**src/rtl/vec_mem_sequencer.sv**
```systemverilog
// vec_mem_sequencer: sequences VLD/VST/VDOT vector ops over one shared 16-bit memory port
//   clk, rst_n           clock and synchronous active-low reset
//   ins_valid/ins_ready  instruction handshake; ins[15:12] is the opcode, base_addr the vector base
//   mem_*                request/grant memory port; reads return in order via mem_rvalid/mem_rdata
//   done/result/illegal  one-cycle completion pulse, VDOT sum, non-vector opcode flag
//   vreg_sel/vreg_data   combinational debug read of the vector register file
module vec_mem_sequencer #(
    parameter int VLEN   = 4,
    parameter int DATA_W = 16
) (
    input  logic                    clk,
    input  logic                    rst_n,
    input  logic                    ins_valid,
    output logic                    ins_ready,
    input  logic [15:0]             ins,
    input  logic [15:0]             base_addr,
    output logic                    mem_req,
    output logic                    mem_we,
    output logic [15:0]             mem_addr,
    output logic [DATA_W-1:0]       mem_wdata,
    input  logic                    mem_gnt,
    input  logic                    mem_rvalid,
    input  logic [DATA_W-1:0]       mem_rdata,
    output logic                    done,
    output logic [DATA_W-1:0]       result,
    output logic                    illegal,
    input  logic [$clog2(VLEN)-1:0] vreg_sel,
    output logic [DATA_W-1:0]       vreg_data
);
    localparam int IW = $clog2(VLEN);
    localparam int CW = IW + 1;
    localparam logic [CW-1:0] LAST = CW'(VLEN - 1);
    localparam logic [3:0] OP_VLD = 4'hC;
    localparam logic [3:0] OP_VST = 4'hD;
    localparam logic [3:0] OP_VDOT = 4'hE;
    typedef enum logic [1:0] {IDLE, ISSUE, DRAIN, DONE} state_t;
    state_t state;
    logic [3:0] op;
    logic [15:0] base;
    logic [CW-1:0] idx, ret, outstanding;
    logic [DATA_W-1:0] acc, acc_nxt;
    logic [DATA_W-1:0] vreg [VLEN];
    logic [3:0] opc;
    logic is_vec, grant, take, unused_ins;
    always_comb begin
        opc = ins[15:12];
        is_vec = opc == OP_VLD || opc == OP_VST || opc == OP_VDOT;
        grant = mem_req && mem_gnt;
        // only read data we actually asked for in this op is consumed; strays after a reset are dropped
        take = mem_rvalid && (state == ISSUE || state == DRAIN) && op != OP_VST && outstanding != '0;
        acc_nxt = acc + mem_rdata * vreg[ret[IW-1:0]];
    end
    assign unused_ins = ^ins[11:0];
    assign ins_ready = state == IDLE;
    assign mem_addr = base + 16'({idx, 1'b0});
    assign mem_wdata = (mem_req && mem_we) ? vreg[idx[IW-1:0]] : '0;
    assign vreg_data = vreg[vreg_sel];
    always_ff @(posedge clk) begin
        if (!rst_n) begin
            state <= IDLE;
            op <= '0;
            base <= '0;
            idx <= '0;
            ret <= '0;
            outstanding <= '0;
            acc <= '0;
            vreg <= '{default: '0};
            mem_req <= 1'b0;
            mem_we <= 1'b0;
            done <= 1'b0;
            result <= '0;
            illegal <= 1'b0;
        end else begin
            done <= 1'b0;
            result <= '0;
            illegal <= 1'b0;
            // a same-cycle read grant and consumed rvalid cancel out
            outstanding <= outstanding + CW'(grant && op != OP_VST) - CW'(take);
            if (take) begin
                ret <= ret + 1'b1;
                if (op == OP_VLD) vreg[ret[IW-1:0]] <= mem_rdata;
                if (op == OP_VDOT) acc <= acc_nxt;
            end
            if (grant) idx <= idx + 1'b1;
            case (state)
                IDLE: if (ins_valid) begin
                    if (is_vec) begin
                        op <= opc;
                        base <= base_addr;
                        idx <= '0;
                        ret <= '0;
                        acc <= '0;
                        outstanding <= '0;
                        mem_req <= 1'b1;
                        mem_we <= opc == OP_VST;
                        state <= ISSUE;
                    end else begin
                        done <= 1'b1;
                        illegal <= 1'b1;
                        state <= DONE;
                    end
                end
                ISSUE: if (grant && idx == LAST) begin
                    mem_req <= 1'b0;
                    mem_we <= 1'b0;
                    done <= op == OP_VST;
                    state <= op == OP_VST ? DONE : DRAIN;
                end
                DRAIN: if (take && ret == LAST) begin
                    done <= 1'b1;
                    result <= op == OP_VDOT ? acc_nxt : '0;
                    state <= DONE;
                end
                default: state <= IDLE;
            endcase
        end
    end
endmodule

```
**config.mk**
```make
export PLATFORM = sky130hd
export DESIGN_NAME = vec_mem_sequencer
export DESIGN_NICKNAME = d
export VERILOG_FILES = /design/src/rtl/vec_mem_sequencer.sv
export SDC_FILE = /design/constraint.sdc
export NUM_CORES = 1
export LEC_CHECK = 0
export CORE_ASPECT_RATIO = 1.75
export CORE_UTILIZATION = 31
export CTS_CLUSTER_SIZE = 25
export DETAILED_ROUTE_END_ITERATION = 8
export SLEW_MARGIN = 20
export SYNTH_ARGS = -nofsm -noshare
export SYNTH_HDL_FRONTEND = slang
export SYNTH_SLANG_ARGS = --single-unit
```
**constraint.sdc**
```tcl
create_clock -name clk -period 6.7 [get_ports clk]
set_clock_uncertainty 0.05 [all_clocks]
set_input_delay 1.34 -clock clk [delete_from_list [all_inputs] [get_ports clk]]
set_output_delay 1.34 -clock clk [all_outputs]
set_load 0.005 [all_outputs]
```
## Yosys cells after proc, flatten, opt, wreduce, memory -nomap -nowiden

Cells that the tools add are included.

- Word-level logic and storage cells: 113
- Flip-flop bits (word level): 131
- Bits of input ports: 55

- $mul: 1
- Bitwise gates (word level): 3
- Reductions and logical operators: 21
- Multiplexer cells: 47
- Add/sub/neg operators: 6
- $lt $le $gt $ge: 4
- Equal/unequal tests: 15

Operator list:

| kind | count |
|---|---|
| two-way mux 16 bit | 13 |
| binary-select mux 16 bit (select 2 bit) | 3 |
| bitwise mux 64 bit | 1 |
| two-way mux 3 bit | 11 |
| demux 16 bit (select 2 bit) | 1 |
| equality test 4 bit (second input constant) | 6 |
| adder 16 bit | 1 |
| adder 16 x 4 -> 16 bit | 1 |
| multiplier 16 x 16 -> 16 bit | 1 |
| two-way mux 1 bit | 10 |
| greater-or-equal comparator 3 bit (second input constant) | 3 |
| logical AND 1 bit | 9 |
| inverter 2 -> 3 bit | 3 |
| two-way mux 2 bit | 4 |
| AND reduction 4 bit | 2 |
| adder 3 x 1 -> 3 bit (second input constant) | 2 |
| equality test 3 x 2 -> 1 bit (second input constant) | 2 |
| != test 2 x 1 -> 1 bit (second input constant) | 3 |
| case mux 2 bit (3 select lines) | 1 |
| AND reduction 3 bit | 2 |
| != test 4 bit (second input constant) | 1 |
| case mux 1 bit (2 select lines) | 2 |
| AND reduction 2 bit | 2 |
| adder 3 x 1 -> 3 bit | 1 |
| other kinds (10) | 12 |

## Logic depth before layout (Yosys ltp)

- Word-level depth: 11
- Depth in mapped cells: 24

## Worst setup path before layout

OpenSTA, ideal clock, no wires.

- Kind: input-to-reg
- From: input mem_rdata[3]
- To: register acc[15]
- Setup slack: 0.145 ns
- Arrival time: 6.426 ns
- Stages: 19
- Required time: 6.571 ns
- Library setup time: 0.079 ns
- Path through: clkbuf_1 > clkbuf_1 > nand2_1 > fa_1 > fa_1 > inv_1 > fa_1 > fa_1 > inv_1 > fa_1 > fa_1 > xor2_1 > xnor2_1 > xnor2_1 > xnor2_1 > xnor3_1 > xnor2_1 > xnor2_1 > a211oi_2

- Longest elaborated chain between the ends: 7

RTL lines:

| element | RTL line | source |
|---|---|---|
| start: declaration | 23 | `input logic [DATA_W-1:0] mem_rdata,` |
| multiplier 16 x 16 -> 16 bit * | 51 | `acc_nxt = acc + mem_rdata * vreg[ret[IW-1:0]];` |
| adder 16 bit * | 51 |  |
| two-way mux 16 bit * | 82 | `if (op == OP_VDOT) acc <= acc_nxt;` |
| two-way mux 16 bit * | 79 | `if (take) begin` |
| two-way mux 16 bit | 87 | `if (is_vec) begin` |
| two-way mux 16 bit | 86 | `IDLE: if (ins_valid) begin` |
| two-way mux 16 bit * | 85 | `case (state)` |
| end signal: assignment | 82 |  |
| end: declaration | 41 | `logic [DATA_W-1:0] acc, acc_nxt;` |

Every way passes the cells marked *; elsewhere a longest branch is shown, timed or not.
A chain may end at the register's enable or synchronous reset.

## Worst setup path after layout

- From: input mem_rdata[9]
- To: register acc[13]

Same word-level chain as after synthesis.

==> reports/metrics.cfg <==
[sta]
period_minus_slack_ns=6.48
max_slew_margin=0.188
hold_ws_ns=0.410
setup_viol=0
worstMarginPinSlew_ns=1.22
setup-tns-final_ns=0
maxSlewViolCount=0
finalHoldViolations=0
rsz0062_at_grt=no
setup_slack_ns=0.216
fin_crit_sh=0.968
max_freq_ghz=0.154

[power_and_ir_drop]
p_seq_frac=0.418
p_int_mw=1.42
p_switching_uw=538
clockPowerShare=0.468
swShare=0.275
power.leakage_nw=5.14
powerDensity_nw_per_um2=150
ir_drop_uv=198
combPwrFrac=0.114
finalPower_mw=1.95

[yosys]
syn_nets=1435
syn_avg_cell_area_um2=8.72
syn-cell-area_um2=10600
ys_ff_latch=131
synthCells=1216
synthDistinctLibCells=50
yosys_warnings=0
yosysSeqAreaShare=0.247
synth_async_sr_flop_share=0
synth_edf_count=0
synth_flop_cell=dfxtp_1

[drt]
drc_errors=0
final_antenna_net_count=0
drtPass1Iterations=5
via_count=8579
drt_iter0_markers=424
viasPerCell=4.76
wl_per_cell_um=16.8
wirelength_um=30300

[setup_path]
cp_data_arrival_time_ns=6.79
critPathBufInv=5
path_class=input port to flip-flop
slowest_delay_ns=0.58
worstPathRequired_ns=7.00
crit_chain=clkdlybuf4s50_1 > buf_4 > nand2_1 > fa_1 > fa_1 > inv_1 > fa_1 > fa_1 > fa_1 > inv_1 > fa_1 > inv_1 > ha_1 > nand3_1 > nor2_1 > o21ai_0 > o211ai_1 > xnor2_1 > nand2_1 > a21oi_1
cp_slowest_cell=clkdlybuf4s50_1
crit_top_cell=fa_1
crit_family=adder cells
start_kind=input port
endpoint_kind=flip-flop
cp_max_fo=7

[place]
dp.final_hpwl_um=23600
dpl-instance-area_um2=12500
port_buffers=111
place.gp.congestion=0.892
place_ws_ns=-0.478
dp_cells=1770

[final_layout]
syn2layout_area_growth_pct=23.0
drive_above_1_share=0.108
postLayoutCellArea_um2=13000
stdcell_count=1802
nNetsFinal=1553
antenna_cells=0
utilization=0.387

[cts]
worst_skew_pair.late_latency_ns=0.45
cts_buffers=17
root_buffer=clkbuf_16
htree_levels=4
cts_buffer_depth=2
cts_setup_buffers=0
holdBufCountCts=0
numClockSinks=131
cts_tree=yes
clk_pin_slew_ns=0.05

[die]
dieArea_um2=35000
dieHeight_um=247
coreArea_um2=33700
ios=124
rows=89
die_width_um=142
start_util=0.314

[global_route]
grt_pass1_wl_um=48300
antenna_found_initial=0
grt.total_usage=0.184
grt_pass1_vias=9022
overflow=0
grt_max_degree=90

[hold_path]
hold_class=flip-flop to flip-flop

[flow_run]
maxCapViolations=0

[status]
status=completed

==> power groups by stage <==
| stage | registers, mW | logic [mW] | clock network (mW) |
|---|---|---|---|
| floorplan | 0.827 | 0.125 | 0 |
| global placement | 0.833 | 0.222 | 0 |
| detailed placement | 0.833 | 0.224 | 0 |
| CTS | 0.816 | 0.225 | 0.931 |
| global route | 0.819 | 0.247 | 0.963 |
| finish | 0.817 | 0.223 | 0.913 |
==> layout by cell type (no fill, tap or decap), types with 2 or more instances in the layout <==
master and count:
nand2_1 291, inv_1 167, dfxtp_1 131, clkdlybuf4s50_1 108, a21oi_1 101, fa_1 96, ha_1 68, buf_4 56
and2_1 50, mux4_2 47, xnor2_1 42, nor2_1 38, and3_1 21, clkbuf_16 17, nor2b_1 12, nand3_1 11
xor2_1 11, o21ai_0 10, clkinvlp_4 5, nand2b_1 4, a21o_1 4, a211oi_1 4, inv_6 4, nand4_1 3
nor3_1 3, or3_1 3, nor3b_1 2, mux2i_1 2, a22o_1 2, nand2_2 2, xnor2_2 2, clkinv_2 2
clkinv_4 2, dlygate4sd2_1 2, buf_12 2
==> worst min-delay path, cell delays in order, from the launching register on <==
cell and delay [ns]:
dfxtp_1 0.31, nand2_1 0.05, a21oi_1 0.05
==> routing by layer <==
| metal | GRT usage | vias up | part of all wire |
|---|---|---|---|
| met5 | 0 | - | 0 |
| met4 | 0.108 | 0 | 0.049 |
| met3 | 0.0343 | 58 | 0.043 |
| met2 | 0.346 | 233 | 0.55 |
| met1 | 0.187 | 4201 | 0.36 |
| li1 | - | 4087 | - |
==> worst paths after layout <==
kind                     start      end  slack [ns]  depth (start not counted)
setup / recovery  mem_rdata[9]  acc[13]        0.22                         20
setup reg to reg        ret[0]  acc[13]        0.43                         21
hold / removal         acc[13]  acc[13]        0.41                          2
hold reg to reg        acc[13]  acc[13]        0.41                          2
==> registers in the layout, indices dropped and copies added, names as in the netlist, 2 cells and up <==
name	flops
vreg	64
acc	16
base	16
result	16
op	4
idx	3
outstanding	3
ret	3
state	2
==> cells in the mapped netlist, drive strengths merged (2+ instances only) <==
library cell,instances,share of area
a211oi,5,0.0040
nand4,3,0.0018
mux4,48,0.10
nand3,11,0.0052
buf,7,0.0045
nor2b,12,0.0071
nor2,38,0.013
fa,96,0.18
inv,168,0.059
o21ai,10,0.0047
ha,68,0.080
dfxtp,131,0.25
xnor2,44,0.037
and2,51,0.030
a22o,2,0.0017
a21oi,101,0.048
xor2,11,0.0091
nand2b,4,0.0024
mux2i,2,0.0019
nor3,3,0.0014
nor3b,2,0.0014
and3,21,0.012
nand2,293,0.10
clkbuf,63,0.022
or3,3,0.0018
a21o,4,0.0028
==> cell families (layout without fill, tap and decap cells) <==
| family | Yosys count | in the layout | synth area share |
|---|---|---|---|
| flops | 131 | 131 | 0.247 |
| xor+xnor | 56 | 56 | 0.0482 |
| mux | 50 | 50 | 0.104 |
| buf+inv | 238 | 369 | 0.0862 |
| simple gates | 445 | 445 | 0.184 |
| compound gates | 132 | 132 | 0.0684 |
| fa+ha+maj | 164 | 164 | 0.261 |
==> timing repair <==
action	in CTS	in global routing
resized for setup	2	3
pin swaps	0	2
endpoints found under the setup margin	1	3
==> final cells by class <==
| type | instances | area [µm²] |
|---|---|---|
| clock buffer | 18 | 429 |
| clock inverter | 14 | 130 |
| fill | 3379 | 20700 |
| inverter | 168 | 631 |
| multi-input combinational | 847 | 7090 |
| sequential | 131 | 2620 |
| tap | 455 | 569 |
| timing repair buffer | 169 | 1570 |
No activity file was read; power rests on OpenSTA's default activity.
